## src/rtl/fifo_pkg.sv

```systemverilog
// Shared types and elaboration helpers for the synchronous FIFO family.
// Status flags are bundled so the top drives every status output from one place.
package fifo_pkg;

    typedef struct packed {
        logic full;
        logic empty;
        logic almost_full;
        logic almost_empty;
        logic overflow;
        logic underflow;
    } fifo_status_t;

    function automatic bit is_pow2(input int unsigned value);
        return (value != 32'd0) && ((value & (value - 32'd1)) == 32'd0);
    endfunction

endpackage

```

## src/rtl/sync_fifo_mem.sv

```systemverilog
// DEPTH x DATA_W storage array: one clocked write port, one combinational read port.
// Contents are intentionally not reset.
module sync_fifo_mem #(
    parameter int DATA_W = 32,
    parameter int DEPTH  = 16,
    localparam int AW    = $clog2(DEPTH)
) (
    input  logic              i_clk,
    input  logic              i_we,
    input  logic [AW-1:0]     i_waddr,
    input  logic [DATA_W-1:0] i_wdata,
    input  logic [AW-1:0]     i_raddr,
    output logic [DATA_W-1:0] o_rdata
);

    logic [DATA_W-1:0] r_mem [DEPTH];

    // Write port
    always_ff @(posedge i_clk) begin
        if (i_we) begin
            r_mem[i_waddr] <= i_wdata;
        end
    end

    assign o_rdata = r_mem[i_raddr];

endmodule

```

## src/rtl/sync_fifo_param.sv

```systemverilog
// Single-clock parametrised FIFO: pointers with wrap bit, occupancy count, threshold flags,
// synchronous flush, sticky overflow/underflow and optional first-word-fall-through read.
module sync_fifo_param
    import fifo_pkg::*;
#(
    parameter int DATA_W    = 32,
    parameter int DEPTH     = 16,
    parameter int FWFT      = 0,
    parameter int AFULL_TH  = DEPTH - 2,
    parameter int AEMPTY_TH = 1,
    localparam int AW       = $clog2(DEPTH),
    localparam int CW       = AW + 1
) (
    input  logic              i_clk,
    input  logic              i_rst,
    input  logic              i_flush,
    input  logic              i_push,
    input  logic [DATA_W-1:0] i_wdata,
    input  logic              i_pop,
    output logic [DATA_W-1:0] o_rdata,
    output logic              o_full,
    output logic              o_empty,
    output logic              o_almost_full,
    output logic              o_almost_empty,
    output logic [CW-1:0]     o_count,
    output logic              o_overflow,
    output logic              o_underflow
);

    if (!is_pow2(DEPTH) || (DEPTH < 2)) begin : g_depth_check
        $error("sync_fifo_param: DEPTH must be a power of two and at least 2");
    end

    localparam logic [CW-1:0] AFULL_C  = CW'(AFULL_TH);
    localparam logic [CW-1:0] AEMPTY_C = CW'(AEMPTY_TH);

    logic [AW:0]         r_wptr;
    logic [AW:0]         r_rptr;
    logic [CW-1:0]       r_count;
    logic [DATA_W-1:0]   r_rdata;
    logic                r_overflow;
    logic                r_underflow;
    logic [DATA_W-1:0]   w_head;
    logic                w_full;
    logic                w_empty;
    logic                w_pop_ok;
    logic                w_push_ok;
    fifo_status_t        w_status;

    // Full when indices match but wrap bits differ
    assign w_empty   = (r_wptr == r_rptr);
    assign w_full    = (r_wptr == {~r_rptr[AW], r_rptr[AW-1:0]});
    assign w_pop_ok  = i_pop & ~w_empty;
    assign w_push_ok = i_push & (~w_full | w_pop_ok);

    sync_fifo_mem #(
        .DATA_W (DATA_W),
        .DEPTH  (DEPTH)
    ) u_mem (
        .i_clk   (i_clk),
        .i_we    (w_push_ok),
        .i_waddr (r_wptr[AW-1:0]),
        .i_wdata (i_wdata),
        .i_raddr (r_rptr[AW-1:0]),
        .o_rdata (w_head)
    );

    // Pointers, occupancy, registered read data and sticky error flags
    always_ff @(posedge i_clk or posedge i_rst) begin
        if (i_rst) begin
            r_wptr      <= {(AW+1){1'b0}};
            r_rptr      <= {(AW+1){1'b0}};
            r_count     <= {CW{1'b0}};
            r_rdata     <= {DATA_W{1'b0}};
            r_overflow  <= 1'b0;
            r_underflow <= 1'b0;
        end else if (i_flush) begin
            r_wptr      <= {(AW+1){1'b0}};
            r_rptr      <= {(AW+1){1'b0}};
            r_count     <= {CW{1'b0}};
            r_rdata     <= {DATA_W{1'b0}};
            r_overflow  <= 1'b0;
            r_underflow <= 1'b0;
        end else begin
            if (w_push_ok) begin
                r_wptr <= r_wptr + {{AW{1'b0}}, 1'b1};
            end
            if (w_pop_ok) begin
                r_rptr  <= r_rptr + {{AW{1'b0}}, 1'b1};
                r_rdata <= w_head;
            end
            case ({w_push_ok, w_pop_ok})
                2'b10:   r_count <= r_count + {{(CW-1){1'b0}}, 1'b1};
                2'b01:   r_count <= r_count - {{(CW-1){1'b0}}, 1'b1};
                default: r_count <= r_count;
            endcase
            r_overflow  <= r_overflow | (i_push & w_full & ~w_pop_ok);
            r_underflow <= r_underflow | (i_pop & w_empty);
        end
    end

    // Status bundle derived from registered state
    always_comb begin
        w_status              = '0;
        w_status.full         = w_full;
        w_status.empty        = w_empty;
        w_status.almost_full  = (r_count >= AFULL_C);
        w_status.almost_empty = (r_count <= AEMPTY_C);
        w_status.overflow     = r_overflow;
        w_status.underflow    = r_underflow;
    end

    assign o_full         = w_status.full;
    assign o_empty        = w_status.empty;
    assign o_almost_full  = w_status.almost_full;
    assign o_almost_empty = w_status.almost_empty;
    assign o_overflow     = w_status.overflow;
    assign o_underflow    = w_status.underflow;
    assign o_count        = r_count;

    // Fall-through output is forced to zero while empty so it never exposes stale storage
    assign o_rdata = (FWFT != 0) ? (w_empty ? {DATA_W{1'b0}} : w_head) : r_rdata;

endmodule

```

## config.mk

```make
export PLATFORM = sky130hd
export DESIGN_NAME = sync_fifo_param
export DESIGN_NICKNAME = d
export VERILOG_FILES = /design/src/rtl/fifo_pkg.sv /design/src/rtl/sync_fifo_mem.sv /design/src/rtl/sync_fifo_param.sv
export SDC_FILE = /design/constraint.sdc
export NUM_CORES = 1
export LEC_CHECK = 0
export ABC_AREA = 1
export CAP_MARGIN = 25
export CORE_ASPECT_RATIO = 1.1
export CORE_UTILIZATION = 55
export CTS_CLUSTER_DIAMETER = 40
export DETAILED_ROUTE_END_ITERATION = 6
export PLACE_DENSITY = 0.85
export SLEW_MARGIN = 15
export SYNTH_ARGS = -nofsm -noshare
export SYNTH_HDL_FRONTEND = slang
export SYNTH_SLANG_ARGS = --single-unit
```

## constraint.sdc

```tcl
create_clock -name i_clk -period 4.1 [get_ports i_clk]
set_input_delay 0.82 -clock i_clk [delete_from_list [all_inputs] [get_ports i_clk]]
set_output_delay 0.82 -clock i_clk [all_outputs]
set_load 0.05 [all_outputs]
```

Word-level counts from Yosys, hierarchy flattened
Memory sizes are Yosys's and may differ from the RTL's.
Cells that the tools add are included.
{"block": "totals", "memories": 1, "out_inout_bits": 43, "reg_bits": 49, "mem_bits_rw": 512, "elab_cells": 44, "input_bits": 37}
{"block": "op_classes", "n_reduce_logical": 3, "mux": 12, "order_cmp": 2, "n_bitwise": 12, "eq_ne": 4, "addsub": 4}
{"memory": "u_mem.r_mem", "depth": 16, "width": 32, "read_ports": 1, "rd_clocked_by_memory_dff": 0, "wr": 1, "line_no": "sync_fifo_mem.sv:16", "text": "logic [DATA_W-1:0] r_mem [DEPTH];"}
{"op": "$mux W32", "count": 2}
{"op": "$mux W5", "count": 5}
{"op": "$add A5 B1 Y5 const B", "count": 3}
{"op": "$eq A5 B5 Y1", "count": 2}
{"op": "$pmux W5 S2", "count": 1}
{"op": "$and A1 B1 Y1", "count": 5}
{"op": "$ge A5 B4 Y1 const B", "count": 1}
{"op": "$le A5 B1 Y1 const B", "count": 1}
{"op": "$sub A5 B1 Y5 const B", "count": 1}
{"op": "$mux W1", "count": 4}
{"op": "$not A1 Y1", "count": 4}
{"op": "$reduce_bool A2 Y1", "count": 2}
{"op": "$or A1 B1 Y1", "count": 3}
{"op": "$reduce_bool A3 Y1", "count": 1}
{"op": "$eq A2 B1 Y1 const B", "count": 1}
{"op": "$eq A2 B2 Y1 const B", "count": 1}

Logic depth before layout (Yosys ltp)
Gate-level depths: netlist of run 1.
{"block": "logic_depth", "word_depth": 8, "ltp_mapped": 12, "mapped_depth_nobuf": 11}

Modules after synthesis
From an unflattened synthesis of run 1, not the netlist that was laid out.
{"block": "hier_totals", "cells_unflattened": 2386, "hier_area_um2": 24682.4}
{"mod": "sync_fifo_mem", "area_per_inst_um2": 22089.9, "n_inst": 1, "cells_each": 2088}
{"mod": "sync_fifo_param", "area_per_inst_um2": 2592.5, "n_inst": 1, "cells_each": 298}

Least setup slack after synthesis of run 1
No wires, ideal clock.
{"block": "synth_path", "kind": "input port to flip-flop", "startpoint": "in i_pop", "endpoint": "mem u_mem.r_mem[7][0] (enable)", "required_time_ns": 3.639, "path_slack_ns": 0.007, "cell_stages": 7, "arrival_ns": 3.631, "path_cell_list": "buf_2 inv_1 nand2_2 nand2_2 inv_2 nand2_1 nor3_1"}
{"block": "synth_between", "elab_chain_cells": 5}
{"item": "from (decl)", "line_no": "sync_fifo_param.sv:19", "text": "input logic i_pop,"}
{"item": "$and A1 B1 Y1", "line_no": "sync_fifo_param.sv:53", "text": "assign w_pop_ok = i_pop & ~w_empty;"}
{"item": "$or A1 B1 Y1", "line_no": "sync_fifo_param.sv:54", "text": "assign w_push_ok = i_push & (~w_full | w_pop_ok);"}
{"item": "$and A1 B1 Y1", "line_no": "sync_fifo_param.sv:54"}
{"item": "$mux W1", "line_no": "sync_fifo_mem.sv:20", "text": "if (i_we) begin"}
{"item": "$mux W1 (implied by the code)", "line_no": "sync_fifo_mem.sv:21", "text": "r_mem[i_waddr] <= i_wdata;"}
{"item": "to (decl)", "line_no": "sync_fifo_mem.sv:16"}
No other way between the ends.

Final worst setup path of run 1
{"block": "layout_path", "startpoint": "reg r_count[1] (netlist: o_count[1])", "endpoint": "out o_almost_empty"}
{"block": "layout_between", "elab_chain_cells": 1}
{"item": "from (decl)", "line_no": "sync_fifo_param.sv:39", "text": "logic [CW-1:0] r_count;"}
{"item": "from (signal assigned)", "line_no": "sync_fifo_param.sv:73", "text": "r_count <= {CW{1'b0}};"}
{"item": "from (signal assigned)", "line_no": "sync_fifo_param.sv:80", "text": "r_count <= {CW{1'b0}};"}
{"item": "from (signal assigned)", "line_no": "sync_fifo_param.sv:93", "text": "2'b10: r_count <= r_count + {{(CW-1){1'b0}}, 1'b1};"}
{"item": "$le A5 B1 Y1", "line_no": "sync_fifo_param.sv:108", "text": "w_status.almost_empty = (r_count <= AEMPTY_C);"}
{"item": "to (decl)", "line_no": "sync_fifo_param.sv:24", "text": "output logic o_almost_empty,"}
No other way between the ends.

==> results of run 1 <==
[cell type report]
type                    instances  area share
clock inverters                34     0.01601
flip-flops and latches        561      0.6461
well taps                     513     0.02497
multi-input cells            1088      0.2072
clock buffers                  66     0.05719
repair buffers                108     0.04322
inverters                      34    0.005354
[how the worst max path moves through the flow]
stage	cells past startpoint	endpoint	slack [ps]
6_report	5	o_almost_empty	900
5_1_grt	5	o_almost_empty	770
4_1_cts	5	o_almost_empty	890
3_5_place_dp	8	u_mem.r_mem[4][1]	720
3_3_place_gp	8	u_mem.r_mem[4][17]	790
2_1_floorplan	7	u_mem.r_mem[7][0]	7
[cells in the final DEF (no fill, tap or decap), types with 25 or more instances in the layout]
master             n
edfxtp_1         512
o21ai_0          200
nand3_1           53
dfrtp_1           46
o22ai_1           64
nor2_1           334
inv_1             25
clkdlybuf4s50_1   77
clkbuf_16         57
o211ai_1          57
o21ai_1           78
nand2_1          223
[worst max-delay path, cell delays in order (launching register included)]
cell and delay (ps):
dfrtp_1 450, inv_1 150, ha_1 160, a21oi_1 40, nor4_1 180, clkdlybuf4s50_1 840
[metrics by stage]
step,instances,setup slack [ps]
final,2404,896.7
after detailed placement,2304,719.3
after floorplan,1796,7.319
after global routing,2404,771.1
after CTS,2404,888.7
after global placement,2303,790.8
[state kept, by name, summed over array words and instances, names as in the netlist]
| register | cells |
|---|---|
| u_mem.r_mem | 512 |
| o_overflow | 1 |
| r_wptr | 5 |
| o_count | 5 |
| r_rptr | 5 |
| o_underflow | 1 |
| o_rdata | 32 |
[logic make-up (layout without fill, tap and decap cells)]
family,after synthesis,count (layout),share of synthesized area
simple gates,655,655,0.1172
flops,561,561,0.7365
fa+ha+maj,9,9,0.004996
compound gates,413,413,0.1043
buf+inv,147,242,0.03270
xor+xnor,11,11,0.004275
[metal layers]
layer | GRT usage | vias to the layer above
li1 | - | 6556
met1 | 0.3470 | 7265
met2 | 0.4294 | 1066
met3 | 0.05002 | 135
met4 | 0.08609 | 0
met5 | 0 | -
[power by group]
group,switching [mW],internal [mW]
Sequential,0.117,6.37
Clock,2.15,3.03
Combinational,1.32,0.524
Total,3.58,9.92
==> flow_summary_export.csv, run 1 <==
group,metric,value,unit
synth,yosysUniqueCellTypes,36,
cells_and_area,final_layout_size_suffix_gt1_frac,0.09254,
power,vdd_drop_max,0.3183,mV
routing,viasPerCell,6.249,
clocking,cts_hold_buf,0,
setup_path,critPathLaunch,"o_count[1]",
routing,drc_errors,0,
grt,antenna_found_initial,0,
clocking,cts_buffers,55,
clocking,clockBufferDepth,3,
timing,finalHoldViolCount,0,
synth,synthesis.nets,1842,
setup_path,worstPathMaxFanout,7,
timing,fin_crit,3203,ps
routing,wl_met3,6.150,mm
timing,whs,482.4,ps
timing,drv_slew,0,
cells_and_area,area_delta_synth_final,14.06,%
cells_and_area,nFillCells,2718,
synth,ys_warn_count,0,
cells_and_area,post-route-util,0.6384,
clocking,clockRootBuffer,"clkbuf_16",
synth,yosys-top-cells-area,"edfxtp_1 (68%), nor2_1 (5.8%), dfrtp_1 (5.4%), o21ai_0 (4.4%), nand2_1 (3.7%)",
synth,syn_inst,1796,
clocking,cts.sinks,561,
clocking,postCtsSetupRepairBufs,0,
cells_and_area,final_nets,1894,
synth,yosysSeqAreaShare,0.7365,
placed_design,gp_congestion,0.8897,
routing,first_iter_violations,2333,
placed_design,io_buffers,79,
synth,synth_top_area_cell,"edfxtp_1",
routing,ant_nets,0,
setup_path,r2r-start,"r_rptr[2]",
timing,setup_violations,0,
flow_run,drv_cap,0,
synth,synth_flop_cell,"edfxtp_1",
floorplanning,rows,77,
floorplanning,die_x,195.0,um
clocking,clk_pin_slew,60,ps
clocking,post_cts_resized,0,
setup_path,ff2ff_path_depth,12,
clocking,cts_tree,"yes",
clocking,cts-htree-levels,2,
cells_and_area,num_antenna_cells,0,
setup_path,arrival,2380,ps
grt,grt_max_degree,259,
routing,top_layer_used,"met4",
run_status,status,"completed",
placed_design,place_area,23830,um2
routing,route.met2.wl,27.19,mm
grt,grt_remaining_overflow,0,
routing,wl_met1,20.44,mm
floorplanning,initial_core_util,0.5597,
worst_hold_path,hp-class,"flop to flop",
synth,postSynth.asyncResetShare,0.08734,
floorplanning,ioPinCount,80,
synth,yosys-top-cells-count,"edfxtp_1 (512), nor2_1 (350), nand2_1 (223)",
placed_design,place_hpwl,31.07,mm
clocking,insertion_delay,580,ps
timing,fmax,0.3122,GHz
synth,syn_area_per_cell,12.55,um2
synth,synth_most_common_cell,"edfxtp_1",
grt,grt_pass1_wl,82.59,mm
cells_and_area,seqCellArea,16610,um2
synth,synth-edff-count,512,
setup_path,required,3280,ps
timing,slew_headroom,0.2086,
power,p_leak,8.861,nW
routing,drt-total-wl,55.20,mm
worst_hold_path,min_from,"o_rdata[23]",
worst_hold_path,hold_depth,2,
setup_path,start_kind,"flop",
cells_and_area,multiInputGateArea,5326,um2
setup_path,worstSetupEndpointType,"output port",
synth,netlist.area_leader.share,0.6821,
power,powerDensity,525.4,nW/um2
routing,dr_total_vias,15020,
timing,max_slew.worst_pin.slew,1187,ps
worst_hold_path,min_to,"o_rdata[23]",
routing,dr.pass1.iters,6,
cells_and_area,fin_area,25710,um2
floorplanning,dieArea,41790,um2
timing,fin_setup_tns,0,ps
setup_path,reg2reg_slack,1090,ps
timing,rsz0062_at_grt,"false",
synth,syn_area,22540,um2
setup_path,critical_path_class,"flop to output port",
timing,finalCritPeriodShare,0.7813,
grt,grt_pass1_vias,14650,
setup_path,timing.rr.end,"u_mem.r_mem[12][23]",
grt,gr-usage-all-layers,0.2595,
synth,ys_ff_latch,561,
routing,wire_per_inst,22.96,um
timing,fin_skew,24.56,ps
floorplanning,coreArea,40270,um2
floorplanning,die_h,214.3,um
power,totalPowerFinal,13.51,mW
Power figures use the tool's default switching activity.
==> inputs of run 2 (changes only) <==
- clock period: 4.1 -> 2.8 ns (I/O delays scaled with it)
==> run 2 against run 1 <==
Against the previous run:
- sequential power is 46% higher
- sequential share of layout area is 0.24 points lower
- power is 45% higher
- count of clock-buffer cells in the layout stayed put
- utilization is 0.24 points higher
- non-clock buffer count is 15 higher
- first-iteration DRC count is 5.2% higher
- clock skew is 3.5 ps lower
- worst hold slack worse by 120 ps
==> flow_summary_export.csv, run 2 (synthesis results as in run 1) <==
group,metric,value,unit
cells_and_area,area_delta_synth_final,14.48,%
timing,max_slew.worst_pin.slew,1064,ps
timing,fmax,0.3825,GHz
grt,antenna_found_initial,1,
run_status,status,"completed",
routing,ant_nets,0,
clocking,clk_pin_slew,60,ps
clocking,postCtsSetupRepairBufs,0,
setup_path,worst_path_dominant_cell_family,"buffers and inverters",
routing,wire_per_inst,22.76,um
floorplanning,dieArea,41790,um2
timing,rsz0062_at_grt,"false",
cells_and_area,top_register,"u_mem.r_mem",
routing,dr_total_vias,15150,
power,powerDensity,758.6,nW/um2
placed_design,io_buffers,79,
floorplanning,die_x,195.0,um
timing,drv_slew,0,
power,p_leak,8.935,nW
cells_and_area,largest_reg_flops,512,
timing,finalHoldViolCount,0,
cells_and_area,final_nets,1907,
cells_and_area,final_cells,2418,
grt,grt_pass1_wl,83.57,mm
setup_path,critPathMaxStageDelay,550,ps
routing,first_iter_violations,2454,
grt,grt_remaining_overflow,0,
cells_and_area,final_common_cell,"edfxtp_1",
setup_path,required,2240,ps
clocking,cts-htree-levels,2,
grt,grt_pass1_vias,14830,
clocking,cts_tree,"yes",
setup_path,path_cells,"inv_1 -> ha_1 -> a21oi_1 -> nor4_2 -> dlygate4sd2_1",
timing,fin_skew,21.08,ps
clocking,cts_hold_buf,0,
floorplanning,ioPinCount,80,
floorplanning,die_h,214.3,um
routing,drc_errors,0,
floorplanning,rows,77,
grt,grt_max_degree,234,
grt,use_met3,0.05080,
setup_path,critical_path_class,"flop to output port",
setup_path,cp.depth,5,
timing,fin_crit,2614,ps
grt,gr-usage-all-layers,0.2612,
setup_path,start_kind,"flop",
clocking,insertion_delay,590,ps
timing,slew_headroom,0.2908,
placed_design,place_hpwl,31.22,mm
setup_path,slowest_stage,"dlygate4sd2_1",
routing,dr.pass1.iters,7,
flow_run,drv_cap,0,
power,vdd_drop_max,0.4931,mV
cells_and_area,post-route-util,0.6407,
worst_hold_path,hp-class,"input pin to async pin",
clocking,clockBufferDepth,3,
clocking,cts.sinks,561,
setup_path,ff2ff_path_depth,10,
setup_path,arrival,2050,ps
routing,drt-total-wl,55.02,mm
clocking,cts_buffers,53,
timing,finalCritPeriodShare,0.9337,
placed_design,gp_congestion,0.8748,
routing,viasPerCell,6.266,
cells_and_area,final_layout_size_suffix_gt1_frac,0.09816,
setup_path,worstPathMaxFanout,7,
floorplanning,initial_core_util,0.5597,
grt,top_usage_layer,"met2",
timing,setup_violations,0,
grt,grtUsageMet2,0.4144,
setup_path,worstSetupEndpointType,"output port",
clocking,clockRootBuffer,"clkbuf_16",
cells_and_area,final_cell_mix,"edfxtp_1 (512), nor2_1 (334), nand2_1 (223), o21ai_0 (200), o21ai_1 (78)",
setup_path,worst-path-buf-inv,2,
floorplanning,coreArea,40270,um2
cells_and_area,num_antenna_cells,0,
placed_design,dp_cells,2318,
grt,met1_usage,0.3650,
## run 2: changes by cell type in the layout (fill, tap and decap cells not counted), moves of 2 or more
cell / delta
clkdlybuf4s50_1: -2
buf_12: +6
clkbuf_16: -2
dlygate4sd2_1: +2
clkinvlp_4: -3
clkbuf_8: +2
clkinv_2: +3
clkinv_4: -2
buf_4: +10
clkinv_1: +3
## run 2: area by class of cell
class                           instances  area [um2]
Timing Repair Buffer                  123        1276
Clock inverter                         33       351.6
Sequential cell                       561       16610
Tap cell                              513       641.9
Inverter                               34       137.6
Multi-Input combinational cell       1088        5339
Clock buffer                           66        1448
Fill cell                            2654       14470
## run 2: timing repair
item                                    in CTS  in global routing
resized for setup                            2                  0
endpoints found under the setup margin       2                  0
endpoints found under the hold margin        0                  0
## run 2: path summary, 6_finish.rpt
check,from,to,slack [ps]
worst max-delay path,o_count[1],o_almost_empty,190
worst min-delay path,i_rst,o_count[0],360
worst max register to register,r_rptr[0],o_rdata[7],210
worst min register to register,o_rdata[3],o_rdata[3],490
max in group asynchronous,i_rst,o_rdata[14],1740
min in group i_clk,o_rdata[3],o_rdata[3],490
## run 2: per-layer routing
| metal | vias up | wire (um) |
|---|---|---|
| li1 | 6578 | - |
| met1 | 7357 | 21000 |
| met2 | 1080 | 26210 |
| met3 | 133 | 6438 |
| met4 | 2 | 1359 |
| met5 | - | 19 |
## run 2: worst reg2reg max path, delay by kind of cell (launching register included)
| kind | cells | cell delay (ps) |
|---|---|---|
| buf+inv | 3 | 970 |
| simple gates | 5 | 350 |
| flops | 1 | 520 |
| compound gates | 2 | 680 |
## run 2: metrics by stage
step / total power, mW / TNS [ps] / area [um2] / setup WS (ps) / hold WS [ps]
after floorplan: 11.46 / -151980 / 22550 / -315.7 / 510.0
after global placement: 12.25 / 0 / 23990 / 251.0 / 465.0
after detailed placement: 12.34 / 0 / 23990 / 193.6 / 464.1
after CTS: 19.56 / 0 / 25780 / 165.9 / 361.9
after global routing: 20.14 / 0 / 25800 / 51.04 / 402.7
final: 19.57 / 0 / 25800 / 185.5 / 358.9
## run 2: power breakdown
part | internal (mW) | switching, mW
sequential | 9.33 | 0.120
clock | 4.25 | 3.07
combinational | 0.794 | 2.01
==> inputs of run 3 (changes only) <==
- CORE_MARGIN: unset -> 8
==> run 3 against run 2 <==
Against the previous run:
- routed wire length increased by 4.1%
- critical path depth is 2 higher
- die area rose by 14%
- largest cell class unchanged
- largest power group unchanged
==> flow_summary_export.csv, run 3 (synthesis results as in run 1) <==
group,metric,value,unit
grt,gr-usage-all-layers,0.2327,
cells_and_area,final_nets,1908,
clocking,insertion_delay,590,ps
timing,fin_crit,2645,ps
cells_and_area,seqCellArea,16610,um2
setup_path,required,2240,ps
cells_and_area,post-route-util,0.6418,
cells_and_area,final_cell_mix,"edfxtp_1 (512), nor2_1 (334), nand2_1 (223), o21ai_0 (200), o21ai_1 (78)",
clocking,clockRootBuffer,"clkbuf_16",
cells_and_area,largest_reg_flops,512,
grt,grt_pass1_vias,14780,
worst_hold_path,hp-class,"input pin to async pin",
power,powerDensity,759.1,nW/um2
cells_and_area,final_cells,2418,
setup_path,ff2ff_path_depth,12,
timing,drv_slew,0,
cells_and_area,area_delta_synth_final,14.67,%
timing,fin_setup_tns,0,ps
clocking,cts_tree,"yes",
setup_path,arrival,2090,ps
grt,antenna_found_initial,0,
timing,setup_violations,0,
clocking,postCtsSetupRepairBufs,0,
timing,max_slew.worst_pin.slew,985.5,ps
setup_path,start_kind,"flop",
placed_design,place_hpwl,33.31,mm
timing,rsz0062_at_grt,"false",
placed_design,gp_congestion,0.8886,
timing,finalCritPeriodShare,0.9448,
setup_path,timing.rr.end,"u_mem.r_mem[2][9]",
timing,whs,345.3,ps
power,p_leak,8.939,nW
clocking,clk_pin_slew,60,ps
clocking,cts_buffers,56,
floorplanning,ioPinCount,80,
cells_and_area,top_register,"u_mem.r_mem",
routing,drc_errors,0,
cells_and_area,num_antenna_cells,0,
run_status,status,"completed",
timing,fin_skew,20.62,ps
clocking,post_cts_resized,2,
routing,dr_total_vias,15370,
clocking,cts_hold_buf,0,
setup_path,r2r-start,"r_wptr[2]",
setup_path,critPathLaunch,"r_wptr[3]",
routing,drt-total-wl,57.28,mm
routing,ant_nets,0,
routing,first_iter_violations,2690,
clocking,cts.sinks,561,
placed_design,io_buffers,79,
grt,grt_max_degree,233,
grt,grt_pass1_wl,86.52,mm
floorplanning,rows,77,
flow_run,drv_cap,0,
timing,finalHoldViolCount,0,
placed_design,dp_cells,2317,
setup_path,worstPathMaxFanout,7,
floorplanning,dieArea,47720,um2
floorplanning,initial_core_util,0.5597,
cells_and_area,final_common_cell,"edfxtp_1",
clocking,clockBufferDepth,3,
setup_path,worstSetupEndpointType,"output port",
routing,viasPerCell,6.355,
cells_and_area,multiInputGateArea,5339,um2
floorplanning,die_h,228.3,um
setup_path,critical_path_class,"flop to output port",
cells_and_area,final_layout_size_suffix_gt1_frac,0.09711,
clocking,cts-htree-levels,2,
floorplanning,coreArea,40270,um2
timing,slew_headroom,0.3430,
routing,dr.pass1.iters,6,
floorplanning,die_x,209.0,um
cells_and_area,nFillCells,2575,
power,vdd_drop_max,0.5952,mV
setup_path,reg2reg_slack,240,ps
routing,wire_per_inst,23.69,um
grt,grt_remaining_overflow,0,
timing,fmax,0.3780,GHz
## run 3: worst max-delay path by stage
| stage | endpoint | slack [ps] | depth (start not counted) |
|---|---|---|---|
| 6_report | o_empty | 150 | 7 |
| 4_1_cts | o_empty | 170 | 7 |
| 3_5_place_dp | u_mem.r_mem[2][3] | 230 | 8 |
| 3_3_place_gp | u_mem.r_mem[2][0] | 290 | 8 |
| 5_1_grt | o_almost_full | 60 | 5 |
| 2_1_floorplan | u_mem.r_mem[0][0] | -320 | 7 |
## run 3: through the flow
stage                     power [mW]  cell area, um2  worst slack (ps)
after floorplan                11.46           22550            -315.7
after global placement         12.31           24070             292.9
after detailed placement       12.41           24070             226.3
after CTS                      19.59           25850             172.6
after global routing           20.19           25850             57.06
final                          19.62           25850             154.6
## run 3: area by class of cell
type	count	area share
sequential	561	0.6426
tap	513	0.02483
clock buffer	68	0.05678
clock inverter	33	0.01215
multi-input combinational	1088	0.2066
inverter	34	0.005325
timing repair buffer	121	0.05170
## run 3: worst max-delay path, stage by stage (launching register included)
cell     delay (ps)
dfrtp_1         550
inv_2           110
nand2_1          80
nand2_1          70
nor2_2          210
nand3_4         170
inv_1           160
buf_12          150
## run 3: where the power goes
| part | internal [mW] | leakage [nW] | switching (mW) |
|---|---|---|---|
| Combinational | 0.803 | 2.78 | 2.07 |
| Clock | 4.14 | 0.876 | 3.15 |
| Sequential | 9.33 | 5.29 | 0.118 |
## run 3: routing by layer
layer  GRT usage  vias up  routed length [um]
met1      0.3149     7374               21010
met4     0.07977        0                1854
met2      0.3642     1250               26500
met5           0        -                   0
li1            -     6584                   -
met3     0.06020      158                7911
